===== src/rtl/axi4_rd_arbiter.sv =====
// axi4_rd_arbiter
// Round-robin sharing of a single AXI4 read port (AR + R channels) among
// NUM_MASTERS requesters. Only one burst is in flight at a time. R beats are
// routed back to the granted requester, and RLAST is checked against the
// captured burst length.
// Optional build macro AXI4_RD_ARB_BURST_CHECK_EN: when it is defined,
// illegal requests are not forwarded downstream. Instead, the arbiter answers
// them locally with SLVERR beats.
module axi4_rd_arbiter #(
  parameter int NUM_MASTERS = 4,
  parameter int ADDR_W      = 32,
  parameter int DATA_W      = 64
) (
  input  logic                           clk,
  input  logic                           rst,
  input  logic [NUM_MASTERS-1:0]         s_arvalid,
  output logic [NUM_MASTERS-1:0]         s_arready,
  input  logic [NUM_MASTERS*ADDR_W-1:0]  s_araddr,
  input  logic [NUM_MASTERS*8-1:0]       s_arlen,
  input  logic [NUM_MASTERS*3-1:0]       s_arsize,
  input  logic [NUM_MASTERS*2-1:0]       s_arburst,
  output logic [NUM_MASTERS-1:0]         s_rvalid,
  input  logic [NUM_MASTERS-1:0]         s_rready,
  output logic [DATA_W-1:0]              s_rdata,
  output logic [1:0]                     s_rresp,
  output logic                           s_rlast,
  output logic                           m_arvalid,
  input  logic                           m_arready,
  output logic [ADDR_W-1:0]              m_araddr,
  output logic [7:0]                     m_arlen,
  output logic [2:0]                     m_arsize,
  output logic [1:0]                     m_arburst,
  input  logic                           m_rvalid,
  output logic                           m_rready,
  input  logic [DATA_W-1:0]              m_rdata,
  input  logic [1:0]                     m_rresp,
  input  logic                           m_rlast,
  output logic [$clog2(NUM_MASTERS)-1:0] grant_id,
  output logic                           busy,
  output logic                           rlast_err
);

  localparam int GW = $clog2(NUM_MASTERS);

  localparam logic [1:0] ST_IDLE = 2'd0;
  localparam logic [1:0] ST_ADDR = 2'd1;
  localparam logic [1:0] ST_DATA = 2'd2;
`ifdef AXI4_RD_ARB_BURST_CHECK_EN
  localparam logic [1:0] ST_ERR      = 2'd3;
  localparam logic [1:0] RESP_SLVERR = 2'd2;
  localparam logic [2:0] MAX_SIZE    = 3'($clog2(DATA_W/8));
`endif

  logic [1:0]        state_r;
  logic [GW-1:0]     rr_ptr_r;
  logic [GW-1:0]     grant_id_r;
  logic [ADDR_W-1:0] addr_r;
  logic [7:0]        len_r;
  logic [2:0]        size_r;
  logic [1:0]        burst_r;
  logic [7:0]        beat_cnt_r;
  logic              rlast_err_r;

  logic              req_found_s;
  logic [GW-1:0]     req_sel_s;
  logic [GW:0]       scan_idx_s;
  logic [ADDR_W-1:0] req_addr_s;
  logic [7:0]        req_len_s;
  logic [2:0]        req_size_s;
  logic [1:0]        req_burst_s;
  logic [GW-1:0]     next_ptr_s;
  logic              beat_acc_s;
  logic              len_hit_s;

`ifdef AXI4_RD_ARB_BURST_CHECK_EN
  // Legality of a request:
  //   - reserved burst type is illegal
  //   - WRAP needs 2/4/8/16 beats
  //   - FIXED is limited to 16 beats
  //   - size must not exceed the bus width
  //   - INCR must not cross a 4KB boundary
  function automatic logic burst_legal(input logic [11:0] addr_lo,
                                       input logic [7:0]  len,
                                       input logic [2:0]  size,
                                       input logic [1:0]  burst);
    logic [16:0] end_off;
    logic        bad_type;
    logic        bad_wrap;
    logic        bad_fixed;
    logic        bad_size;
    logic        bad_4k;
    end_off   = {5'd0, addr_lo} + (({9'd0, len} + 17'd1) << size);
    bad_type  = (burst == 2'd3);
    bad_wrap  = (burst == 2'd2) && !((len == 8'd1) || (len == 8'd3) ||
                                     (len == 8'd7) || (len == 8'd15));
    bad_fixed = (burst == 2'd0) && (len > 8'd15);
    bad_size  = (size > MAX_SIZE);
    bad_4k    = (burst == 2'd1) && (end_off > 17'd4096);
    return !(bad_type || bad_wrap || bad_fixed || bad_size || bad_4k);
  endfunction

  logic req_legal_s;
  assign req_legal_s = burst_legal(req_addr_s[11:0], req_len_s, req_size_s, req_burst_s);
`endif

  // Round-robin scan: the first valid requester at or after rr_ptr, wrapping around.
  always_comb begin
    req_found_s = 1'b0;
    req_sel_s   = '0;
    scan_idx_s  = '0;
    for (int k = 0; k < NUM_MASTERS; k++) begin
      scan_idx_s = {1'b0, rr_ptr_r} + (GW+1)'(k);
      if (scan_idx_s >= (GW+1)'(NUM_MASTERS)) begin
        scan_idx_s = scan_idx_s - (GW+1)'(NUM_MASTERS);
      end else begin
        scan_idx_s = scan_idx_s;
      end
      if (!req_found_s && s_arvalid[scan_idx_s[GW-1:0]]) begin
        req_found_s = 1'b1;
        req_sel_s   = scan_idx_s[GW-1:0];
      end else begin
        req_found_s = req_found_s;
      end
    end
  end

  assign req_addr_s  = s_araddr[req_sel_s*ADDR_W +: ADDR_W];
  assign req_len_s   = s_arlen[req_sel_s*8 +: 8];
  assign req_size_s  = s_arsize[req_sel_s*3 +: 3];
  assign req_burst_s = s_arburst[req_sel_s*2 +: 2];

  assign next_ptr_s = (grant_id_r == GW'(NUM_MASTERS-1)) ? '0 : (grant_id_r + GW'(1));
  assign beat_acc_s = m_rvalid && s_rready[grant_id_r];
  assign len_hit_s  = (beat_cnt_r == len_r);

  // Burst sequencing, request capture, beat counting and RLAST checking.
  always_ff @(posedge clk or posedge rst) begin
    if (rst) begin
      state_r     <= ST_IDLE;
      rr_ptr_r    <= '0;
      grant_id_r  <= '0;
      addr_r      <= '0;
      len_r       <= 8'd0;
      size_r      <= 3'd0;
      burst_r     <= 2'd0;
      beat_cnt_r  <= 8'd0;
      rlast_err_r <= 1'b0;
    end else begin
      rlast_err_r <= 1'b0;
      case (state_r)
        ST_IDLE: begin
          if (req_found_s) begin
            addr_r     <= req_addr_s;
            len_r      <= req_len_s;
            size_r     <= req_size_s;
            burst_r    <= req_burst_s;
            grant_id_r <= req_sel_s;
            beat_cnt_r <= 8'd0;
`ifdef AXI4_RD_ARB_BURST_CHECK_EN
            state_r    <= req_legal_s ? ST_ADDR : ST_ERR;
`else
            state_r    <= ST_ADDR;
`endif
          end else begin
            state_r <= ST_IDLE;
          end
        end
        ST_ADDR: begin
          if (m_arready) begin
            state_r <= ST_DATA;
          end else begin
            state_r <= ST_ADDR;
          end
        end
        ST_DATA: begin
          if (beat_acc_s) begin
            beat_cnt_r  <= beat_cnt_r + 8'd1;
            rlast_err_r <= m_rlast ? !len_hit_s : len_hit_s;
            if (m_rlast) begin
              state_r  <= ST_IDLE;
              rr_ptr_r <= next_ptr_s;
            end else begin
              state_r <= ST_DATA;
            end
          end else begin
            state_r <= ST_DATA;
          end
        end
`ifdef AXI4_RD_ARB_BURST_CHECK_EN
        ST_ERR: begin
          if (s_rready[grant_id_r]) begin
            beat_cnt_r <= beat_cnt_r + 8'd1;
            if (len_hit_s) begin
              state_r  <= ST_IDLE;
              rr_ptr_r <= next_ptr_s;
            end else begin
              state_r <= ST_ERR;
            end
          end else begin
            state_r <= ST_ERR;
          end
        end
`endif
        default: begin
          state_r <= ST_IDLE;
        end
      endcase
    end
  end

  // Handshake steering and R-channel routing for the current state.
  always_comb begin
    s_arready = '0;
    s_rvalid  = '0;
    m_rready  = 1'b0;
    s_rdata   = '0;
    s_rresp   = 2'd0;
    s_rlast   = 1'b0;
    case (state_r)
      ST_IDLE: begin
        if (req_found_s) begin
          s_arready[req_sel_s] = 1'b1;
        end else begin
          s_arready = '0;
        end
      end
      ST_DATA: begin
        s_rvalid[grant_id_r] = m_rvalid;
        m_rready             = s_rready[grant_id_r];
        s_rdata              = m_rdata;
        s_rresp              = m_rresp;
        s_rlast              = m_rlast;
      end
`ifdef AXI4_RD_ARB_BURST_CHECK_EN
      ST_ERR: begin
        s_rvalid[grant_id_r] = 1'b1;
        s_rresp              = RESP_SLVERR;
        s_rlast              = len_hit_s;
      end
`endif
      default: begin
        s_arready = '0;
      end
    endcase
  end

  assign m_arvalid = (state_r == ST_ADDR);
  assign m_araddr  = addr_r;
  assign m_arlen   = len_r;
  assign m_arsize  = size_r;
  assign m_arburst = burst_r;
  assign grant_id  = grant_id_r;
  assign busy      = (state_r != ST_IDLE);
  assign rlast_err = rlast_err_r;

endmodule


===== config.mk =====
export PLATFORM = sky130hd
export DESIGN_NAME = axi4_rd_arbiter
export DESIGN_NICKNAME = d
export VERILOG_FILES = /design/src/rtl/axi4_rd_arbiter.sv
export SDC_FILE = /design/constraint.sdc
export NUM_CORES = 1
export LEC_CHECK = 0
export BUFFER_PORTS_ARGS = -buffer_cell sky130_fd_sc_hd__buf_4
export CORE_AREA = 2 2 150 152
export CTS_CLUSTER_DIAMETER = 150
export DETAILED_ROUTE_END_ITERATION = 10
export DIE_AREA = 0 0 152 154
export PLACE_DENSITY = 0.56
export REMOVE_ABC_BUFFERS = 1
export SLEW_MARGIN = 20
export SYNTH_ARGS = -nofsm -noshare
export SYNTH_HDL_FRONTEND = slang
export SYNTH_SLANG_ARGS = --single-unit

===== constraint.sdc =====
create_clock -name clk -period 3.36 [get_ports clk]
set_clock_uncertainty 0.15 [all_clocks]
set_input_delay 0.504 -clock clk [delete_from_list [all_inputs] [get_ports clk]]
set_output_delay 0.504 -clock clk [all_outputs]
set_load 0.01 [all_outputs]

# After elaboration in Yosys (flattened, before gate mapping)
# Cells that the tools add are included.
op_classes:
  addsub: 9
  mul: 1
  div_mod_pow: 0
  magnitude_cmp: 12
  n_eq_ne: 6
  shift: 4
  mux: 45
  bitwise: 1
  reduce_logical: 16
ops:
  columns: ["cell", "n"]
  rows:
  - ["128-bit by 8-bit variable part select with 32-bit output", 1]
  - ["64-bit 2-to-1 mux", 1]
  - ["32-bit by 6-bit variable part select with 8-bit output", 1]
  - ["2-bit 2-to-1 mux", 13]
  - ["2-bit by 3-bit < comparator with 1-bit output, second input constant", 6]
  - ["1-bit 2-to-1 mux", 17]
  - ["8-bit 2-to-1 mux", 2]
  - ["8-bit case mux with 2 select lines", 1]
  - ["4-bit 2-to-1 mux", 3]
  - ["12-bit by 5-bit variable part select with 3-bit output", 1]
  - ["1-bit binary-select mux with 2-bit select", 5]
  - ["3-bit >= comparator, second input constant", 3]
  - ["8-bit by 1-bit adder with 8-bit output, second input constant", 1]
  - ["8-bit == test", 1]
  - ["8-bit by 4-bit variable part select with 2-bit output", 1]
  - ["2-bit by 1-bit subtractor with 2-bit output, second input constant", 4]
  - ["2-bit by 2-bit adder with 3-bit output, second input constant", 2]
  - ["1-bit logical AND", 6]
  - ["2-bit case mux with 3 select lines", 1]
  - ["3-bit AND reduction", 2]
  - ["4-bit bitwise AND", 1]
  - ["1-bit demux with 2-bit select", 2]
  - ["2-bit == test, second input constant", 2]
  - ["2-bit by 1-bit >= comparator with 1-bit output, second input constant", 2]
  - ["10 further kinds", 15]
word_totals:
  register_bits: 60
  latchBits: 0
  mem_bits_rw: 0
  rom_bits: 0
  in_bits: 259
  output_inout_bits: 126
  n_memories: 0

# Longest topological paths before layout
logic_depth:
  depth_word: 20
  ltp_mapped: 8
  depth_no_buf: 5

# Worst setup path after synthesis
# OpenSTA, ideal clock, no wires.
synth_timing:
  kind: "input to output"
  start: "input s_arvalid[2]"
  end: "output s_arready[1]"
  t_arrival_ns: 1.869
  required_time_ns: 2.706
  setup_slack_ns: 0.837
  cell_stages: 7
  path_buffers: 3
  path_cell_list: "nor2b_1 -> a21o_1 -> a211o_1 -> buf_6 -> buf_6 -> buf_4 -> nor3_1"
synth_via:
  elab_chain_cells: 18
  word_cells_on_any_way: 29
  classes_between: "order compare: 2; mux: 20; reduce/logical: 7"
synth_lines:
  columns: ["element", "line", "rtl"]
  rows:
  - ["start: declaration", "16", "input logic [NUM_MASTERS-1:0] s_arvalid,"]
  - ["1-bit binary-select mux with 2-bit select", "118", "if (!req_found_s && s_arvalid[scan_idx_s[GW-1:0]]) begin"]
  - ["1-bit 2-to-1 mux (implied by the code)", "118", null]
  - ["1-bit 2-to-1 mux", "118", null]
  - ["1-bit logical NOT", "118", null]
  - ["1-bit logical AND", "118", null]
  - ["1-bit 2-to-1 mux", "118", null]
  - ["1-bit logical NOT", "118", null]
  - ["1-bit logical AND", "118", null]
  - ["[... 2 more ...]", null, null]
  - ["1-bit logical AND", "118", null]
  - ["2-bit 2-to-1 mux", "118", null]
  - ["2-bit by 3-bit < comparator with 1-bit output (implied by the code) / 2-bit by 1-bit >= comparator with 1-bit output (equally long branches)", "222", "s_arready[req_sel_s] = 1'b1;"]
  - ["1-bit logical AND (implied by the code)", "222", null]
  - ["1-bit 2-to-1 mux (implied by the code)", "222", null]
  - ["1-bit demux with 2-bit select", "222", null]
  - ["4-bit 2-to-1 mux *", "221", "if (req_found_s) begin"]
  - ["4-bit 2-to-1 mux *", "219", "case (state_r)"]
  - ["end: declaration", "17", "output logic [NUM_MASTERS-1:0] s_arready,"]
# Every way passes the cells marked *; elsewhere a longest branch is shown, timed or not. The select of a mux whose other input is x is not followed.

# Worst setup path after layout
layout_timing:
  start: "register rr_ptr_r[0]"
  end: "output s_arready[1]"
layout_via:
  elab_chain_cells: 20
  word_cells_on_any_way: 44
  classes_between: "add/sub: 7; order compare: 6; mux: 24; reduce/logical: 7"
layout_lines:
  columns: ["element", "line", "rtl"]
  rows:
  - ["start: declaration", "55", "logic [GW-1:0] rr_ptr_r;"]
  - ["start signal: assignment", "181", "rr_ptr_r <= next_ptr_s;"]
  - ["branches (longest 18 deep; another with 2-bit by 1-bit adder with 3-bit output)", null, null]
  - ["4-bit 2-to-1 mux *", "221", null]
  - ["4-bit 2-to-1 mux *", "219", null]
# Every way passes the cells marked *. The select of a mux whose other input is x is not followed.

==> metrics.csv <==
stage;metric;value;unit
outcome;status;complete, no violations;
finish;Final Cell Area;8510;sq um
pwr;VDD IR max;0.000283;V
pwr;pwr dens;738;nW/um^2
pwr;P_leak;4.23;nW
floorplan;initial core utilization;22.7;%
worst_setup_path;Crit. End Element;output pin;
routing;drt total wl;24300;um
finish;Final #Nets;1207;
sta;f_max;354;MHz
routing;DR iter-0 viols;234;
floorplan;Top Ports;385;
global_route;total gr overflow;0;
synthesis;top cells by area, synth;dfrtp_1 31%, and2_1 9.0%, o21ai_0 5.4%, o21a_1 5.3%, nand2b_1 4.8%;
pwr;Clk pwr share;15.6;%
synthesis;top cells by count, synth;71 x and2_1, 60 x dfrtp_1, 53 x o21ai_0;
routing;ANT nets after route;0;
finish;layout cell share with drive strength beyond 1;51.2;%
global_route;vias in the first global route;6046;
synthesis;top_reg_cell synth;dfrtp_1;
synthesis;Synth top area share;30.5;%
sta;final hold viol count;0;
floorplan;Die X;152;um
routing;DRT Pass-1 Iters;4;
clock_tree;Longest Clk Path Bufs;2;
clock_tree;clock sinks;60;
synthesis;top-count cell post-synth;and2_1;
sta;RSZ-0062 raised after global routing;false;
clock_tree;hold-fix buffers at CTS;0;
synthesis;ys async rst share;100;%
place;# port buffers;384;
clock_tree;CTS Buf Count;9;
synthesis;Gate Count Post-Synth;568;
sta;worst slew pin tran;0.727;ns
place;gpl congestion;0.876;
worst_setup_path;CP startpoint kind;register;
clock_tree;Setup Fix Bufs, Post-CTS;0;
clock_tree;htree depth;3;
clock_tree;Root Buffer;clkbuf_16;
synthesis;EDFF count, synth;0;
finish;area of the multi-input gates;3130;sq um
worst_hold_path;Hold Path Class;input port to asynchronous set/reset pin;
synthesis;post-synth cell types;44;
floorplan;Die Y;154;um
pwr;total power;6.28;mW
synthesis;Seq/Total Area, Yosys;30.5;%
global_route;largest net degree at the start of global routing;35;
pwr;Net Sw Power;2.60;mW
finish;FF/Latch Area;1500;sq um
finish;Area growth syn-to-layout;72.9;%
worst_setup_path;CP arrival;2.17;ns
sta;relative slew slack;51.5;%
sta;total negative slack;0;ns
sta;Final min period;2.83;ns
floorplan;row count;54;
floorplan;die area;23400;sq um
job;MaxCap Viol Count;0;
synthesis;#FFs+latches synth;60;
routing;via count;5797;
synthesis;cell taking the most area after synthesis;dfrtp_1;
routing;Avg WL per Cell;19.8;um
pwr;Comb pwr share;63.6;%
pwr;Pint;3.69;mW
floorplan;core area;21700;sq um
sta;setup violators final;0;
place;hpwl dp;18900;um
global_route;gr usage total;20.4;%
global_route;first-pass GRT wire length;36500;um
routing;vias per cell;4.72;
pwr;sw frac;41.3;%
worst_setup_path;maximum fanout along the worst path;11;
routing;DRC viols;0;
clock_tree;Reg clk slew, reported paths;0.06;ns
synthesis;Syn. warnings;0;
place;Cell Area, Placed;8210;sq um
worst_setup_path;Worst Path Required;2.71;ns
finish;Layout fillers;2272;
clock_tree;Clk Latency, worst-skew pair;0.34;ns
worst_setup_path;WS Path Type;register to output pin;
sta;Max Slew Vio Count;0;
global_route;initial antenna violation count;1;
synthesis;syn avg cell area;8.67;sq um
pwr;sequential share of power;20.8;%
synthesis;Mapped Area;4920;sq um
clock_tree;TritonCTS clock tree;built;
sta;fin crit share;84.2;%
clock_tree;post-CTS sizing;0;
-- critical path: stages (launching register included) --
cell	delay, ns
dfrtp_1	0.48
nor2b_1	0.15
a21o_1	0.17
a211o_2	0.51
nor3_1	0.34
buf_4	0.18
-- logic make-up (layout without fill, tap and decap cells) --
group | count (synthesis) | after routing | synth area share, %
AOI/OAI and AO/OA | 194 | 194 | 27.7
and+or+nand+nor | 167 | 167 | 19.4
buffers and inverters | 82 | 462 | 6.94
DFF | 60 | 60 | 30.5
muxes | 47 | 47 | 11.8
xor gates and xnor gates | 13 | 13 | 2.31
adders and majority gates | 5 | 5 | 1.27
other | 0 | 1 | 0
-- power groups by stage --
| stage | Clock, mW | Sequential (mW) | Combinational [mW] |
|---|---|---|---|
| 6_report | 0.980 | 1.30 | 4.00 |
| 3_5_place_dp | 0 | 1.31 | 4.04 |
| 4_1_cts | 1.01 | 1.30 | 4.05 |
| 5_1_grt | 1.02 | 1.35 | 4.36 |
| 3_3_place_gp | 0 | 1.30 | 4.02 |
| 2_1_floorplan | 0 | 1.37 | 2.09 |
-- cells in the final DEF, fill, tap and decap left out, drive strengths merged, types with 12 or more instances in the layout --
cell type,count
buf,407
dfrtp,60
inv,39
a21boi,34
mux2,35
o21a,35
nand2b,38
a31o,34
nor2,21
and2,71
o21ai,53
clkbuf,12
-- path summary, 6_finish.rpt --
path                                           startpoint                         to  slack, ns  cells past startpoint
worst max-delay path              rr_ptr_r[0]$_DFFE_PP0P_               s_arready[1]       0.53                      5
worst min-delay path                                  rst   m_arburst[1]$_DFFE_PP0P_       0.13                      2
worst max register to register       state_r[0]$_DFF_PP0_   m_araddr[24]$_DFFE_PP0P_       0.91                      6
worst min register to register  beat_cnt_r[4]$_DFFE_PP0P_  beat_cnt_r[4]$_DFFE_PP0P_       0.38                      1
max in group asynchronous                             rst    rr_ptr_r[1]$_DFFE_PP0P_       2.28                      3
min in group clk                                m_arready       state_r[0]$_DFF_PP0_       0.23                      2
-- flip-flops by register name (all words and copies together) (netlist names), 2 cells and up --
register / flops
beat_cnt_r: 8
grant_id: 2
m_araddr: 32
m_arburst: 2
m_arlen: 8
m_arsize: 3
rr_ptr_r: 2
state_r: 2
-- final cells by class --
cell class                      count  area share (%)
Multi-Input combinational cell    426            36.7
Timing Repair Buffer              407            36.2
Inverter                           39            1.72
Antenna cell                        1          0.0294
Sequential cell                    60            17.6
Clock inverter                      4           0.559
Tap cell                          280            4.12
Clock buffer                       12            3.01
-- per-stage QoR --
stage	util, %	setup slack, ns	instances	hold WS (ns)
after floorplan	-	0.252	525	0.341
after global placement	37.8	0.629	1212	0.369
after detailed placement	37.8	0.645	1212	0.375
after CTS	39.2	0.473	1228	0.164
after global routing	39.2	0.390	1229	0.203
final	39.2	0.531	1229	0.131
-- layer usage --
metal | part of all wire (%) | global-route usage (%) | wire, um | vias up
met5 | 0 | 0 | 0 | -
met2 | 49 | 36.0 | 12000 | 267
met4 | 2.0 | 6.36 | 492 | 0
li1 | - | - | - | 2743
met3 | 7.4 | 5.69 | 1810 | 22
met1 | 41 | 23.9 | 10100 | 2765
No activity file was read; power rests on OpenSTA's default activity.
